<file path="src/rtl/msk_tx_pkg.sv">
// Shared definitions for the MSK transmit datapath: default widths, rounding
// and saturation helpers, and the quadrant encoding used by the sin/cos table.
package msk_tx_pkg;

    localparam int WIDTH_DEF       = 16;
    localparam int DDS_WIDTH_DEF   = 16;
    localparam int PHASE_WIDTH_DEF = 32;
    localparam int LUT_ADDR_W_DEF  = 10;

    typedef enum logic [1:0] {Q0, Q1, Q2, Q3} quadrant_t;

    // Half an output LSB once the product is shifted right by dds_width-1.
    function automatic logic signed [63:0] round_const(input int dds_width);
        return 64'sd1 <<< (dds_width - 2);
    endfunction

    function automatic logic signed [63:0] saturate(input logic signed [63:0] x,
                                                    input int               width);
        logic signed [63:0] hi;
        logic signed [63:0] lo;
        hi = (64'sd1 <<< (width - 1)) - 64'sd1;
        lo = -(64'sd1 <<< (width - 1));
        if (x > hi) begin
            return hi;
        end else if (x < lo) begin
            return lo;
        end
        return x;
    endfunction

endpackage

</file>
<file path="src/rtl/tx_sincos_lut.sv">
// Quarter-wave cos/sin table with registered outputs; the stored quarter is
// built at elaboration and mirrored/negated per quadrant.
module tx_sincos_lut
    import msk_tx_pkg::*;
#(
    parameter int DDS_WIDTH  = DDS_WIDTH_DEF,
    parameter int LUT_ADDR_W = LUT_ADDR_W_DEF
) (
    input  logic                        clk,
    input  logic                        en,
    input  logic [LUT_ADDR_W-1:0]       idx,
    output logic signed [DDS_WIDTH-1:0] cos_out,
    output logic signed [DDS_WIDTH-1:0] sin_out
);

    localparam int RW      = LUT_ADDR_W - 2;
    localparam int QUARTER = 2 ** RW;

    typedef logic [QUARTER*DDS_WIDTH-1:0] table_t;

    function automatic table_t build_table();
        table_t t;
        real    amp;
        real    ang;
        t   = '0;
        amp = real'((2 ** (DDS_WIDTH - 1)) - 1);
        for (int k = 0; k < QUARTER; k++) begin
            ang = 2.0 * 3.14159265358979323846 * real'(k) / real'(4 * QUARTER);
            t[k*DDS_WIDTH +: DDS_WIDTH] = DDS_WIDTH'($rtoi(amp * $cos(ang) + 0.5));
        end
        return t;
    endfunction

    localparam table_t TABLE = build_table();

    quadrant_t                    quad;
    logic [RW-1:0]                r;
    logic [RW-1:0]                r_mirror;
    logic signed [DDS_WIDTH-1:0]  c_q;
    logic signed [DDS_WIDTH-1:0]  s_q;
    logic signed [DDS_WIDTH-1:0]  cos_nx;
    logic signed [DDS_WIDTH-1:0]  sin_nx;

    // sin of the in-quadrant angle is the table read backwards; r = 0 maps to
    // the quarter point, which is not stored and is exactly zero.
    always_comb begin
        quad     = quadrant_t'(idx[LUT_ADDR_W-1 -: 2]);
        r        = idx[RW-1:0];
        r_mirror = -r;
        c_q      = TABLE[int'(r)*DDS_WIDTH +: DDS_WIDTH];
        s_q      = (r == '0) ? '0 : TABLE[int'(r_mirror)*DDS_WIDTH +: DDS_WIDTH];
        cos_nx   = c_q;
        sin_nx   = s_q;
        case (quad)
            Q0: begin cos_nx = c_q;  sin_nx = s_q;  end
            Q1: begin cos_nx = -s_q; sin_nx = c_q;  end
            Q2: begin cos_nx = -c_q; sin_nx = -s_q; end
            Q3: begin cos_nx = s_q;  sin_nx = -c_q; end
            default: begin cos_nx = c_q; sin_nx = s_q; end
        endcase
    end

    always_ff @(posedge clk) begin
        if (en) begin
            cos_out <= cos_nx;
            sin_out <= sin_nx;
        end
    end

endmodule

</file>
<file path="src/rtl/tx_rotator.sv">
// Transmit complex rotator: NCO phase accumulator plus a 4-stage multiply
// pipeline rotating I/Q by e^(+j*theta), with valid/ready flow control.
module tx_rotator
    import msk_tx_pkg::*;
#(
    parameter int WIDTH       = WIDTH_DEF,
    parameter int DDS_WIDTH   = DDS_WIDTH_DEF,
    parameter int PHASE_WIDTH = PHASE_WIDTH_DEF,
    parameter int LUT_ADDR_W  = LUT_ADDR_W_DEF
) (
    input  logic                    clk,
    input  logic                    rst,
    input  logic [PHASE_WIDTH-1:0]  freq_word,
    input  logic                    phase_clr,
    input  logic                    s_valid,
    output logic                    s_ready,
    input  logic signed [WIDTH-1:0] din_i,
    input  logic signed [WIDTH-1:0] din_q,
    output logic                    m_valid,
    input  logic                    m_ready,
    output logic signed [WIDTH-1:0] dout_i,
    output logic signed [WIDTH-1:0] dout_q
);

    localparam int PW = WIDTH + DDS_WIDTH;
    localparam int SW = PW + 1;

    logic                        en;
    logic                        accept;
    logic [PHASE_WIDTH-1:0]      acc;
    logic [LUT_ADDR_W-1:0]       idx_nx;

    logic                        v1, v2, v3;
    logic signed [WIDTH-1:0]     i1, q1, i2, q2;
    logic [LUT_ADDR_W-1:0]       idx1;
    logic signed [DDS_WIDTH-1:0] cos2, sin2;
    logic signed [PW-1:0]        p_ic, p_qs, p_is, p_qc;
    logic signed [SW-1:0]        sum_i, sum_q;
    logic signed [WIDTH-1:0]     sat_i, sat_q;

    assign en      = !m_valid || m_ready;
    assign s_ready = en;
    assign accept  = s_valid && en;
    assign idx_nx  = phase_clr ? '0 : acc[PHASE_WIDTH-1 -: LUT_ADDR_W];

    // The sample accepted with phase_clr sees phase 0, so the next one sees freq_word.
    always_ff @(posedge clk) begin
        if (rst) begin
            acc <= '0;
        end else if (accept) begin
            acc <= phase_clr ? freq_word : acc + freq_word;
        end else if (phase_clr) begin
            acc <= '0;
        end
    end

    always_ff @(posedge clk) begin
        if (en) begin
            i1   <= din_i;
            q1   <= din_q;
            idx1 <= idx_nx;
            i2   <= i1;
            q2   <= q1;
            p_ic <= PW'(i2) * PW'(cos2);
            p_qs <= PW'(q2) * PW'(sin2);
            p_is <= PW'(i2) * PW'(sin2);
            p_qc <= PW'(q2) * PW'(cos2);
        end
    end

    tx_sincos_lut #(
        .DDS_WIDTH  (DDS_WIDTH),
        .LUT_ADDR_W (LUT_ADDR_W)
    ) u_lut (
        .clk     (clk),
        .en      (en),
        .idx     (idx1),
        .cos_out (cos2),
        .sin_out (sin2)
    );

    always_comb begin
        sum_i = {p_ic[PW-1], p_ic} - {p_qs[PW-1], p_qs};
        sum_q = {p_is[PW-1], p_is} + {p_qc[PW-1], p_qc};
        sat_i = WIDTH'(saturate((64'(sum_i) + round_const(DDS_WIDTH)) >>> (DDS_WIDTH - 1), WIDTH));
        sat_q = WIDTH'(saturate((64'(sum_q) + round_const(DDS_WIDTH)) >>> (DDS_WIDTH - 1), WIDTH));
    end

    // Bubbles load zeros so the output bus is quiet whenever m_valid is low.
    always_ff @(posedge clk) begin
        if (rst) begin
            v1      <= 1'b0;
            v2      <= 1'b0;
            v3      <= 1'b0;
            m_valid <= 1'b0;
            dout_i  <= '0;
            dout_q  <= '0;
        end else if (en) begin
            v1      <= accept;
            v2      <= v1;
            v3      <= v2;
            m_valid <= v3;
            dout_i  <= v3 ? sat_i : '0;
            dout_q  <= v3 ? sat_q : '0;
        end
    end

endmodule

</file>
<file path="config.mk">
export PLATFORM = sky130hd
export DESIGN_NAME = tx_rotator
export DESIGN_NICKNAME = d
export VERILOG_FILES = /design/src/rtl/msk_tx_pkg.sv /design/src/rtl/tx_sincos_lut.sv /design/src/rtl/tx_rotator.sv
export SDC_FILE = /design/constraint.sdc
export NUM_CORES = 2
export LEC_CHECK = 0
export BUFFER_PORTS_ARGS = -buffer_cell sky130_fd_sc_hd__buf_2
export CORE_MARGIN = 4
export CORE_UTILIZATION = 58
export DETAILED_ROUTE_END_ITERATION = 7
export PLACE_DENSITY = 0.72
export SYNTH_ARGS = -nofsm -noshare
export SYNTH_HDL_FRONTEND = slang
export SYNTH_SLANG_ARGS = --single-unit
</file>
<file path="constraint.sdc">
create_clock -name clk -period 9.8 [get_ports clk]
set_input_delay 0.49 -clock clk [delete_from_list [all_inputs] [get_ports clk]]
set_output_delay 0.49 -clock clk [all_outputs]
set_load 0.02 [all_outputs]
</file>
== Word-level counts from Yosys, hierarchy flattened ==
Index checks and enable logic that the tools add are counted.

* Bits in registers: 302
* Input bits: 69
* Logic and storage cells: 63

* Add/subtract/negate cells: 8
* $mul: 4
* Magnitude comparators: 4
* Equality and inequality tests: 3
* Shift-type cells: 2
* Mux-type cells: 18
* Reductions and logical operators: 6

{| class="wikitable"
|+ Operator list
! operator !! count
|-
| 4096-bit by 13-bit variable part select with 16-bit output, first input constant || 2
|-
| 16-bit 2-to-1 mux || 9
|-
| 16-bit by 16-bit multiplier with 32-bit output || 4
|-
| 16-bit case mux with 4 select lines || 2
|-
| 32-bit 2-to-1 mux || 3
|-
| 33-bit by 16-bit adder with 34-bit output, second input constant || 2
|-
| 19-bit by 16-bit greater-than comparator with 1-bit output, second input constant || 2
|-
| 19-bit by 16-bit less-than comparator with 1-bit output, second input constant || 2
|-
| 32-bit by 32-bit adder with 33-bit output || 1
|-
| 32-bit by 32-bit subtractor with 33-bit output || 1
|-
| 32-bit adder || 1
|-
| 16-bit negator || 2
|-
| 8-bit zero test || 1
|-
| 8-bit negator || 1
|-
| 2-bit equality test, second input constant || 2
|-
| 1-bit 2-to-1 mux || 4
|-
| 2-bit by 1-bit equality test with 1-bit output, second input constant || 1
|-
| 2-bit zero test || 1
|-
| 2-bit nonzero test || 1
|-
| 1-bit logical AND || 1
|-
| 1-bit zero test || 1
|-
| 1-bit logical OR || 1
|}

== Logic depth before layout (Yosys ltp) ==
* Word-level depth: 7
* Mapped depth: 25

== Cells and area by module ==
Synthesis repeated with hierarchy kept, for this count alone.

* Cell total of the unflattened synthesis: 7394
* Area total of the unflattened synthesis: 65081.2 um2

{| class="wikitable"
|+ By module, submodules not included
! module !! times used !! cells each !! area an instance (um2)
|-
| tx_rotator || 1 || 5508 || 52668.0
|-
| tx_sincos_lut || 1 || 1886 || 12413.2
|}

== Worst setup path before layout ==
Ideal clock, no wire load.

* Path kind: input to register
* Start point: input port m_ready
* End point: register acc[24]
* Setup time: 0.095 ns
* Arrival time: 7.159 ns
* Data required time: 9.705 ns
* Setup slack: 2.545 ns
* Cell stages on the path: 7
* Path buffers: 2
* Cells stage by stage: nor2b_1 clkbuf_1 inv_1 nand2_1 clkbuf_1 a211o_1 a221oi_1

* Cells in the longest elaborated chain, start to end: 3

{| class="wikitable"
|+ RTL lines
! item !! line !! RTL
|-
| start: declaration || tx_rotator.sv:20 || <nowiki>input logic m_ready,</nowiki>
|-
| 1-bit logical OR (*) || tx_rotator.sv:41 || <nowiki>assign en = !m_valid || m_ready;</nowiki>
|-
| net s_ready || tx_rotator.sv:16 || <nowiki>output logic s_ready,</nowiki>
|-
| 1-bit logical AND (*) || tx_rotator.sv:43 || <nowiki>assign accept = s_valid && en;</nowiki>
|-
| 32-bit 2-to-1 mux / 2-bit nonzero test (equally long branches) || -- ||
|-
| end signal: assignment || tx_rotator.sv:51 || <nowiki>acc <= phase_clr ? freq_word : acc + freq_word;</nowiki>
|-
| end: declaration || tx_rotator.sv:30 || <nowiki>logic [PHASE_WIDTH-1:0] acc;</nowiki>
|}

Mark *: on every way through the listed nets, which the timed path passes. The rest lies on a longest branch.
A chain may end at the register's enable or synchronous reset.

== Worst setup path in the final report ==
* Start point: register u_lut.cos_out[15]
* End point: register p_ic[31] (data pin)

* Cells in the longest elaborated chain, start to end: 1

{| class="wikitable"
|+ RTL lines
! item !! line !! RTL
|-
| start: declaration || tx_sincos_lut.sv:12 || <nowiki>output logic signed [DDS_WIDTH-1:0] cos_out,</nowiki>
|-
| start signal: assignment || tx_sincos_lut.sv:65 || <nowiki>cos_out <= cos_nx;</nowiki>
|-
| 16-bit by 16-bit multiplier with 32-bit output || tx_rotator.sv:64 || <nowiki>p_ic <= PW'(i2) * PW'(cos2);</nowiki>
|-
| end signal: assignment || tx_rotator.sv:64 ||
|-
| end: declaration || tx_rotator.sv:37 || <nowiki>logic signed [PW-1:0] p_ic, p_qs, p_is, p_qc;</nowiki>
|}

Every way passes these cells.

==> impl_metrics.csv <==
group,metric,value,unit
status,outcome,"finished clean",
yosys,synth_seq_cells,302,
final_layout,fin_nets,8718,
place,numPortBuffers,102,
yosys,synth_nets,8877,
worst_setup_path,r2r_end,"p_ic[31]",
global_route,antenna_found_initial,8,
global_route,grt_pass1_wl,305,mm
worst_setup_path,reg2reg_setup_slack,1.99,ns
timing,finalSetupTns,0,ns
route,first_pass_iters,7,
yosys,synthFlopType,"edfxtp_1",
final_layout,design_area,67300,sq um
timing,rsz0062_at_grt,"no",
timing,period_share,79.7,%
yosys,synth_edf_count,234,
final_layout,instances_no_fill,8595,
worst_setup_path,startpoint,"u_lut.cos_out[15]",
route,drc_errors,0,
timing,maxSlewViolCount,0,
yosys,synth_most_common_cell,"inv_1",
worst_setup_path,worstSetupPathType,"flip-flop to flip-flop",
yosys,ys_top_cells_by_count,"inv_1 (1268), fa_1 (1055), nand2_1 (732)",
route,routed_via_density,6.10,
die,die_x,341,um
place,dp.cells,8517,
yosys,netlist-cell-type-count,118,
worst_setup_path,critical_path.endpoint,"p_ic[31]",
clocking,clockBufferDepth,3,
yosys,syn_area_per_cell,8.91,sq um
yosys,synth.area.top_cells,"fa_1 (33%), edfxtp_1 (11%), ha_1 (10%)",
timing,skew,0.0310,ns
route,num_vias,52400,
worst_setup_path,r2r_cells,21,
clocking,root_buffer,"clkbuf_16",
timing,tightest_slew,1.31,ns
timing,finalHoldViolCount,0,
global_route,grt_max_degree,144,
clocking,cts_resized,0,
place,dpl.hpwl,144,mm
yosys,seq_area_frac_synth,13.0,%
timing,fmaxAchievable,128,MHz
die,die_h,341,um
yosys,synthesis.instances,7233,
clocking,path_clk_slew,0.06,ns
worst_setup_path,worstPathRequired,10.15,ns
route,ant_nets,0,
die,coreArea,111000,sq um
route,drt_wl_total,192,mm
yosys,syn_area,64400,sq um
die,dieArea,117000,sq um
worst_setup_path,r2r-start,"u_lut.cos_out[15]",
timing,max_slew_margin,13.0,%
die,rows,122,
worst_setup_path,cp-end-kind,"flip-flop",
min_path,hp-class,"input pin to flip-flop",
worst_setup_path,critPathMaxFanout,14,
worst_setup_path,critPathArrivalTime,8.17,ns
worst_setup_path,critical_path.startpoint_type,"flip-flop",
die,start_util,58.3,%
yosys,netlist.area_leader.share,32.8,%
global_route,grt_pass1_vias,54500,
final_layout,syn2layout_area_growth,4.44,%
yosys,async_reset_ff_share,0,%
timing,fin_crit,7.81,ns
clocking,htreeDepth,2,
global_route,grt_overflow,0,
clocking,cts.sinks,302,
place,dpl_cell_area,65900,sq um
timing,setup_viol,0,
route,routedWlPerCell,22.3,um
route,drt_iter0_markers,4835,
yosys,yosysWarningCount,0,
clocking,clock_latency,0.63,ns
place,gp_congestion,1.00,
run,cap_violations,0,
die,boundaryPins,103,
yosys,synth_top_cell_by_area,"fa_1",
final_layout,drive_above_1_share,5.60,%
clocking,cts_setup_buffers,0,
clocking,cts_tree,"built",
clocking,cts_buffers,41,
global_route,grt_usage,33.3,%
[final cells by class]
cell class / count / area [sq um]
Antenna cell: 1 / 2.50
Timing Repair Buffer: 226 / 1480
Tap cell: 1488 / 1860
Clock inverter: 23 / 220
Clock buffer: 52 / 1120
Sequential cell: 302 / 8390
Multi-Input combinational cell: 5228 / 49400
Inverter: 1275 / 4790
Fill cell: 9599 / 43200
[registers in the layout, indices dropped and copies added, names as in the netlist]
signal,count
v3,1
p_ic,32
p_qs,32
i1,16
m_valid,1
p_qc,32
u_lut.cos_out,16
v2,1
p_is,32
dout_i,16
acc,32
i2,16
idx1,10
q1,16
v1,1
u_lut.sin_out,16
q2,16
dout_q,16
[critical path, stage by stage (launching register included)]
cell      delay [ns]
edfxtp_1        0.92
clkinv_1        0.81
nor2_1          0.31
fa_1            0.46
fa_1            0.46
fa_1            0.54
fa_1            0.44
fa_1            0.49
inv_1           0.05
fa_1            0.47
inv_1           0.04
ha_1            0.35
and3_1          0.24
nand3_1         0.09
o211ai_1        0.36
a41oi_1         0.30
a31oi_1         0.46
a211oi_1        0.15
o21bai_1        0.25
a21o_1          0.15
a21oi_1         0.07
xnor2_1         0.13
[worst min-delay path by stage]
stage	start	to	slack, ns	cells after the start
after CTS	din_q[5]	q1[5]	0.0004	1
after detailed placement	q1[14]	q2[14]	0.40	0
after global routing	din_q[3]	q1[3]	0.02	1
after global placement	q1[5]	q2[5]	0.40	0
after floorplan	i1[0]	i2[0]	0.40	0
final	din_q[3]	q1[3]	0.04	1
[through the flow]
stage          util [%]  setup slack, ns  hold slack (ns)
2_1_floorplan         -             2.55            0.400
3_3_place_gp       59.7             2.23            0.401
3_5_place_dp       59.7             2.13            0.405
4_1_cts            60.9             2.14         0.000380
5_1_grt            60.9             1.84           0.0161
6_report           60.9             1.99           0.0378
[cell families after synthesis]
group                    synth area share (%)
adder cells (fa/ha/maj)                  42.9
XOR/XNOR                                 2.93
AND/OR/NAND/NOR                          15.8
buffers and inverters                    10.4
flip-flops                               13.0
multiplexers                            0.971
AO/OA/AOI/OAI                            14.0
[timing repair]
action                                  CTS  global route
hold buffers                              2             0
hold endpoints to repair                  2             0
endpoints found under the setup margin    0             0
[routing by layer]
metal | track usage, % | vias to the layer above | wire length [um]
li1 | - | 23200 | -
met1 | 42.0 | 26000 | 72100
met2 | 54.2 | 2552 | 88800
met3 | 5.14 | 692 | 16000
met4 | 20.7 | 12 | 14700
met5 | 0 | - | 63
[cells in the final DEF, fill, tap and decap left out, types with 47 or more instances in the layout]
cell type	Yosys	layout
o211ai_1	55	55
buf_2	72	102
inv_1	1268	1267
nor2b_1	65	63
xnor2_1	160	157
a211oi_1	84	84
xor2_1	47	47
a31oi_1	88	88
nand2_1	732	732
fa_1	1055	1055
a21o_1	73	73
a21oi_1	357	357
ha_1	520	516
edfxtp_1	234	234
and2_1	534	533
dfxtp_1	68	68
buf_4	19	119
nand2b_1	70	70
nor3_1	87	87
nand3_1	85	85
o21ai_0	219	219
nor2_1	319	319
Power is left out: the tool's default activity adds up to more than one toggle a clock period on the data nets, which glitch-free logic cannot reach.
